### src/rtl/display_pkg.sv
// rtl/display_pkg.sv - shared constants, FSM encoding and helpers for the display port controller
package display_pkg;

    // Port offsets within the 8-port block
    localparam logic [2:0] OFF_ROW  = 3'd0;
    localparam logic [2:0] OFF_COL  = 3'd1;
    localparam logic [2:0] OFF_ATTR = 3'd2;
    localparam logic [2:0] OFF_DATA = 3'd3;
    localparam logic [2:0] OFF_CTRL = 3'd4;

    // CTRL register bit indices
    localparam int CTRL_CLEAR   = 0;
    localparam int CTRL_AUTOINC = 1;

    // STATUS readback bit indices
    localparam int STAT_BUSY    = 0;
    localparam int STAT_OVERRUN = 1;

    typedef enum logic {
        ST_IDLE  = 1'b0,
        ST_CLEAR = 1'b1
    } state_t;

    function automatic int clog2(input int value);
        int r;
        for (r = 0; (1 << r) < value; r++) begin
        end
        return r;
    endfunction

endpackage

### src/rtl/display_cursor.sv
// rtl/display_cursor.sv - row/column cursor register with load, row-major advance and wrap
//
// Ports:
//   clk, reset        clock, asynchronous active-low reset
//   clr               force cursor to 0,0 (highest priority)
//   load_row, row_in  load row register
//   load_col, col_in  load column register
//   advance           step one cell in row-major order, wrapping at the last cell
//   row, col          current cursor position
module display_cursor #(
    parameter int ROW_W = 5,
    parameter int COL_W = 7
) (
    input  logic             clk,
    input  logic             reset,
    input  logic             clr,
    input  logic             load_row,
    input  logic [ROW_W-1:0] row_in,
    input  logic             load_col,
    input  logic [COL_W-1:0] col_in,
    input  logic             advance,
    output logic [ROW_W-1:0] row,
    output logic [COL_W-1:0] col
);

    always_ff @(posedge clk or negedge reset) begin
        if (!reset) begin
            row <= '0;
            col <= '0;
        end else if (clr) begin
            row <= '0;
            col <= '0;
        end else begin
            if (load_row) begin
                row <= row_in;
            end
            if (load_col) begin
                col <= col_in;
            end
            // Loads and advance never coincide: they come from distinct port offsets.
            // Geometry is a power of two, so natural overflow gives the wrap.
            if (advance) begin
                if (&col) begin
                    col <= '0;
                    row <= row + 1'b1;
                end else begin
                    col <= col + 1'b1;
                end
            end
        end
    end

endmodule

### src/rtl/display_port_ctrl.sv
// rtl/display_port_ctrl.sv - kcpsm3 port-mapped text display controller with cursor, attributes and hardware clear
//
// Ports:
//   clk, reset          clock, asynchronous active-low reset
//   port_id             CPU port address; block decodes on port_id[7:3] == BASE_PORT[7:3]
//   write_strobe        CPU write strobe (one cycle), data on out_port
//   read_strobe         CPU read strobe; a status read clears the sticky overrun flag
//   in_port             CPU read data (combinational from port_id)
//   dsp_en, dsp_wr      one-cycle display memory write pulse
//   dsp_row, dsp_col    cell address of the write
//   dsp_wr_data         {attr, char} written to the cell
//   busy                high on every cycle that carries a clear-step write
module display_port_ctrl
    import display_pkg::*;
#(
    parameter int         ROWS      = 32,
    parameter int         COLS      = 128,
    parameter int         ATTR_W    = 8,
    parameter int         CHAR_W    = 8,
    parameter logic [7:0] BASE_PORT = 8'h80,
    parameter logic [7:0] FILL_CHAR = 8'h20,
    localparam int        ROW_W     = clog2(ROWS),
    localparam int        COL_W     = clog2(COLS)
) (
    input  logic                     clk,
    input  logic                     reset,
    input  logic [7:0]               port_id,
    input  logic                     write_strobe,
    input  logic                     read_strobe,
    input  logic [7:0]               out_port,
    output logic [7:0]               in_port,
    output logic                     dsp_en,
    output logic                     dsp_wr,
    output logic [ROW_W-1:0]         dsp_row,
    output logic [COL_W-1:0]         dsp_col,
    output logic [ATTR_W+CHAR_W-1:0] dsp_wr_data,
    output logic                     busy
);

    state_t             state;
    logic [ATTR_W-1:0]  attr;
    logic               autoinc;
    logic               overrun;

    logic [ROW_W-1:0]   cur_row;
    logic [COL_W-1:0]   cur_col;
    logic [ROW_W-1:0]   cnt_row;
    logic [COL_W-1:0]   cnt_col;

    logic               blk;
    logic               sel;
    logic [2:0]         off;
    logic               data_acc;
    logic               data_drop;
    logic               start;
    logic               step;
    logic               cnt_last;
    logic               stat_rd;

    assign blk      = (port_id[7:3] == BASE_PORT[7:3]);
    assign sel      = write_strobe & blk;
    assign off      = port_id[2:0];
    assign stat_rd  = read_strobe & blk & (off == OFF_CTRL);

    // busy covers every clear pulse, including the final one emitted after the
    // FSM has already returned to IDLE, so it is the guard for clear-in-progress.
    assign data_acc  = sel & (off == OFF_DATA) & ~busy;
    assign data_drop = sel & (off == OFF_DATA) & busy;
    assign start     = sel & (off == OFF_CTRL) & out_port[CTRL_CLEAR] & ~busy & (state == ST_IDLE);

    // The clear counter rests at 0,0 in IDLE (it wraps after the last cell), so the
    // starting edge can already emit cell 0,0 and keep the 1-cycle write latency.
    assign step     = start | (state == ST_CLEAR);
    assign cnt_last = (&cnt_row) & (&cnt_col);

    assign dsp_wr   = dsp_en;

    display_cursor #(.ROW_W(ROW_W), .COL_W(COL_W)) u_cursor (
        .clk      (clk),
        .reset    (reset),
        .clr      (step & cnt_last),
        .load_row (sel & (off == OFF_ROW)),
        .row_in   (out_port[ROW_W-1:0]),
        .load_col (sel & (off == OFF_COL)),
        .col_in   (out_port[COL_W-1:0]),
        .advance  (data_acc & autoinc),
        .row      (cur_row),
        .col      (cur_col)
    );

    display_cursor #(.ROW_W(ROW_W), .COL_W(COL_W)) u_clear_cnt (
        .clk      (clk),
        .reset    (reset),
        .clr      (1'b0),
        .load_row (1'b0),
        .row_in   ('0),
        .load_col (1'b0),
        .col_in   ('0),
        .advance  (step),
        .row      (cnt_row),
        .col      (cnt_col)
    );

    always_ff @(posedge clk or negedge reset) begin
        if (!reset) begin
            state       <= ST_IDLE;
            attr        <= '0;
            autoinc     <= 1'b0;
            overrun     <= 1'b0;
            busy        <= 1'b0;
            dsp_en      <= 1'b0;
            dsp_row     <= '0;
            dsp_col     <= '0;
            dsp_wr_data <= '0;
        end else begin
            dsp_en <= 1'b0;
            busy   <= step;

            if (sel && (off == OFF_ATTR)) begin
                attr <= out_port[ATTR_W-1:0];
            end
            if (sel && (off == OFF_CTRL)) begin
                autoinc <= out_port[CTRL_AUTOINC];
            end

            // A fresh overrun outranks the read-clear on the same edge.
            if (data_drop) begin
                overrun <= 1'b1;
            end else if (stat_rd) begin
                overrun <= 1'b0;
            end

            if (step) begin
                dsp_en      <= 1'b1;
                dsp_row     <= cnt_row;
                dsp_col     <= cnt_col;
                dsp_wr_data <= {attr, FILL_CHAR[CHAR_W-1:0]};
            end else if (data_acc) begin
                dsp_en      <= 1'b1;
                dsp_row     <= cur_row;
                dsp_col     <= cur_col;
                dsp_wr_data <= {attr, out_port[CHAR_W-1:0]};
            end

            case (state)
                ST_IDLE: begin
                    if (start && !cnt_last) begin
                        state <= ST_CLEAR;
                    end
                end
                ST_CLEAR: begin
                    if (cnt_last) begin
                        state <= ST_IDLE;
                    end
                end
                default: state <= ST_IDLE;
            endcase
        end
    end

    always_comb begin
        in_port = 8'h00;
        if (blk) begin
            case (off)
                OFF_ROW:  in_port = 8'(cur_row);
                OFF_COL:  in_port = 8'(cur_col);
                OFF_ATTR: in_port = 8'(attr);
                OFF_CTRL: begin
                    in_port[STAT_BUSY]    = busy;
                    in_port[STAT_OVERRUN] = overrun;
                end
                default:  in_port = 8'h00;
            endcase
        end
    end

endmodule

### config.mk
export PLATFORM = sky130hd
export DESIGN_NAME = display_port_ctrl
export DESIGN_NICKNAME = d
export VERILOG_FILES = /design/src/rtl/display_pkg.sv /design/src/rtl/display_cursor.sv /design/src/rtl/display_port_ctrl.sv
export SDC_FILE = /design/constraint.sdc
export NUM_CORES = 1
export LEC_CHECK = 0
export ABC_AREA = 1
export ABC_CLOCK_PERIOD_IN_PS = 3590
export CORE_ASPECT_RATIO = 1.75
export CORE_MARGIN = 5
export CORE_UTILIZATION = 46
export DETAILED_ROUTE_END_ITERATION = 12
export PLACE_DENSITY = 0.7
export SYNTH_ARGS = -nofsm -noshare
export SYNTH_HDL_FRONTEND = slang
export SYNTH_HIERARCHICAL = 1
export SYNTH_SLANG_ARGS = --single-unit
### constraint.sdc
create_clock -name clk -period 3.59 [get_ports clk]
set_input_delay 0.718 -clock clk [delete_from_list [all_inputs] [get_ports clk]]
set_output_delay 0.718 -clock clk [all_outputs]
set_load 0.01 [all_outputs]
==> impl_metrics.env, run 1 <==
export IMPL_slowest_delay_ns=0.57
export IMPL_synthCells=474
export IMPL_post_route_worst_setup_slack_ns=0.361
export IMPL_r2r_cells=10
export IMPL_finalCriticalPeriod_ns=3.23
export IMPL_yosysUniqueCellTypes=32
export IMPL_grt_busiest_layer="met2"
export IMPL_rsz0062_at_grt="false"
export IMPL_wire_per_inst_um=14.6
export IMPL_min_period_over_period_pct=89.9
export IMPL_finalNetCount=580
export IMPL_dp_hpwl_um=7250
export IMPL_cts_sinks=65
export IMPL_drc=0
export IMPL_synth_warnings=6
export IMPL_insertion_delay_ns=0.33
export IMPL_final_cell_count_no_fill=651
export IMPL_place_ws_ns=0.382
export IMPL_dieArea_sq_mm=0.00990
export IMPL_peakVddDrop_mv=0.288
export IMPL_tritoncts="built"
export IMPL_num_vias=3404
export IMPL_ctsResizeCount=0
export IMPL_drive_gt1_share_pct=9.27
export IMPL_crit_chain="clkdlybuf4s50_1 > inv_1 > nand3_1 > inv_1 > nand2_1 > a41oi_1 > clkdlybuf4s50_1"
export IMPL_start_util_pct=46.5
export IMPL_drtAntennaViolNets=0
export IMPL_grt_met3_usage_pct=4.43
export IMPL_final_core_utilization_pct=60.3
export IMPL_die_width_um=77.4
export IMPL_synth_area_per_cell_sq_um=7.71
export IMPL_ios=59
export IMPL_end_kind="primary output"
export IMPL_critPathBufInv=4
export IMPL_max_cap_violations=0
export IMPL_power_density_mw_per_mm2=397
export IMPL_globalplace_congestion=0.887
export IMPL_synth_edf_count=0
export IMPL_ys_flop_type="dfrtp_1"
export IMPL_status="finished clean"
export IMPL_placed_area_sq_mm=0.00441
export IMPL_cts_hold_repair_buffers=0
export IMPL_postCtsSetupBuffers=0
export IMPL_via_per_inst=5.23
export IMPL_tightest_slew_ns=0.571
export IMPL_grt_max_degree=29
export IMPL_antenna_found_initial=0
export IMPL_path_delay_family="buffers and inverters"
export IMPL_finalHoldViolations=0
export IMPL_dp_cells=635
export IMPL_grtUsageTotal_pct=20.1
export IMPL_total_power_mw=1.88
export IMPL_dr_pass1_iters=4
export IMPL_worstPathArrival_ns=2.51
export IMPL_die_y_um=128
export IMPL_use_met1_pct=21.5
export IMPL_placementRows=43
export IMPL_grt_pass1_wl_um=16000
export IMPL_portBuffers=58
export IMPL_totalWireLength_um=9480
export IMPL_ys_ff_latch=65
export IMPL_cts_max_path_buffers=2
export IMPL_area_growth_pct=29.6
export IMPL_async_flop_share_pct=100
export IMPL_slew_headroom_pct=61.8
export IMPL_cp_num_cells=7
export IMPL_drt_first_iter_violations=176
export IMPL_htreeDepth=3
export IMPL_overflow=0
export IMPL_cts_root_buf="clkbuf_16"
export IMPL_ys_seq_area_share_pct=44.5
export IMPL_tns_ns=0
export IMPL_fin_skew_ns=0.00363
export IMPL_critPathKind="input pin to primary output"
export IMPL_grt_pass1_vias=3445
export IMPL_fin_hold_ws_ns=0.314
export IMPL_slew_viol_final=0
export IMPL_clk_pin_slew_worst_paths_ns=0.05
export IMPL_syn_cell_area_sq_mm=0.00365
export IMPL_critPathMaxFanout=7
export IMPL_cp_slowest_cell="clkdlybuf4s50_1"
export IMPL_use_met2_pct=36.1
export IMPL_start_kind="input pin"
export IMPL_core_sq_mm=0.00786
export IMPL_setup_viol=0
export IMPL_diodes=0
export IMPL_cts_inserted_buffers=9
export IMPL_holdCritPathClass="input pin to asynchronous set/reset pin"
export IMPL_cp_required_ns=2.87
export IMPL_finalInstanceArea_sq_mm=0.00473
export IMPL_max_clock_freq_mhz=310
export IMPL_p_leak_nw=2.36
[synth_stat cells, types with 3 or more instances]
master / instances / area share [%]
clkbuf_1: 6 / 0.62
nor2_4: 5 / 1.5
nand2_1: 182 / 19
inv_2: 5 / 0.51
xor2_1: 8 / 1.9
a21oi_1: 12 / 1.6
mux2i_1: 8 / 2.2
nor2_2: 4 / 0.68
o21ai_0: 21 / 2.9
nand3_1: 34 / 4.7
nand2_4: 4 / 1.2
nand4_1: 28 / 4.8
inv_1: 34 / 3.5
buf_2: 3 / 0.41
nor2_1: 26 / 2.7
ha_1: 4 / 1.4
dfrtp_1: 65 / 45
[cells in the final DEF, fill, tap and decap left out, drive strengths merged]
| cell | count |
|---|---|
| a21o | 2 |
| nand4 | 30 |
| o21bai | 2 |
| xor2 | 8 |
| a21oi | 14 |
| inv | 39 |
| clkdlybuf4s50 | 57 |
| clkinv | 2 |
| conb | 17 |
| dfrtp | 65 |
| mux2i | 8 |
| clkbuf | 15 |
| nor2 | 35 |
| nand2 | 187 |
| o21ai | 21 |
| a31oi | 1 |
| nor3 | 1 |
| buf | 10 |
| bufinv | 1 |
| nor3b | 2 |
| ha | 4 |
| nand3 | 36 |
| a41oi | 2 |
| xnor2 | 2 |
[cells by family (layout without fill, tap and decap cells)]
family                   Yosys count  in the layout  share of synthesized area [%]
AND/OR/NAND/NOR                  291            291                           37.0
flip-flops                        65             65                           44.5
buffers and inverters             53            124                           5.96
AO/OA/AOI/OAI                     42             42                           6.47
XOR/XNOR                          10             10                           2.40
multiplexers                       8              8                           2.19
adder cells (fa/ha/maj)            4              4                           1.37
other                              1             17                          0.103
[where the power goes]
part / switching [mW] / internal, mW
clock network: 0.309 / 0.632
logic: 0.0775 / 0.0664
registers: 0.0311 / 0.762
[per-layer routing]
layer / wire [um] / vias to the layer above / part of all wire (%)
li1: - / 1698 / -
met1: 3730 / 1575 / 39
met2: 4910 / 105 / 52
met3: 493 / 26 / 5.2
met4: 345 / 0 / 3.6
met5: 0 / - / 0
[state kept, by name, indices dropped and copies added, names as in the netlist]
signal           cells
u_cursor/row         5
autoinc              1
attr                 8
dsp_col              7
dsp_en               1
dsp_wr_data         16
u_clear_cnt/col      7
u_cursor/col         7
u_clear_cnt/row      5
state                1
dsp_row              5
busy                 1
overrun              1
[worst paths after layout]
kind / from / slack, ns / endpoint
setup / recovery: port_id[2] / 0.36 / in_port[0]
hold / removal: reset / 0.31 / dsp_wr_data[10]
setup reg to reg: busy / 1.70 / u_clear_cnt/col[5]
hold reg to reg: dsp_wr_data[4] / 0.47 / dsp_wr_data[4]
max in group asynchronous: reset / 2.57 / u_clear_cnt/row[4]
min in group clk: dsp_wr_data[4] / 0.47 / dsp_wr_data[4]
[layout make-up]
cell class / instances / area (sq um)
Fill cell: 719 / 3120
Multi-Input combinational cell: 372 / 1870
Sequential cell: 65 / 1630
Timing Repair Buffer: 67 / 643
Clock buffer: 15 / 298
Inverter: 41 / 154
Tap cell: 90 / 113
Clock inverter: 1 / 30.0
(Power assumes the default switching activity.)
==> run 2, diff against run 1 <==
- CAP_MARGIN: unset -> 20
==> results of run 2 <==
The final DEF is identical to that of run 1; final timing and power are the same.
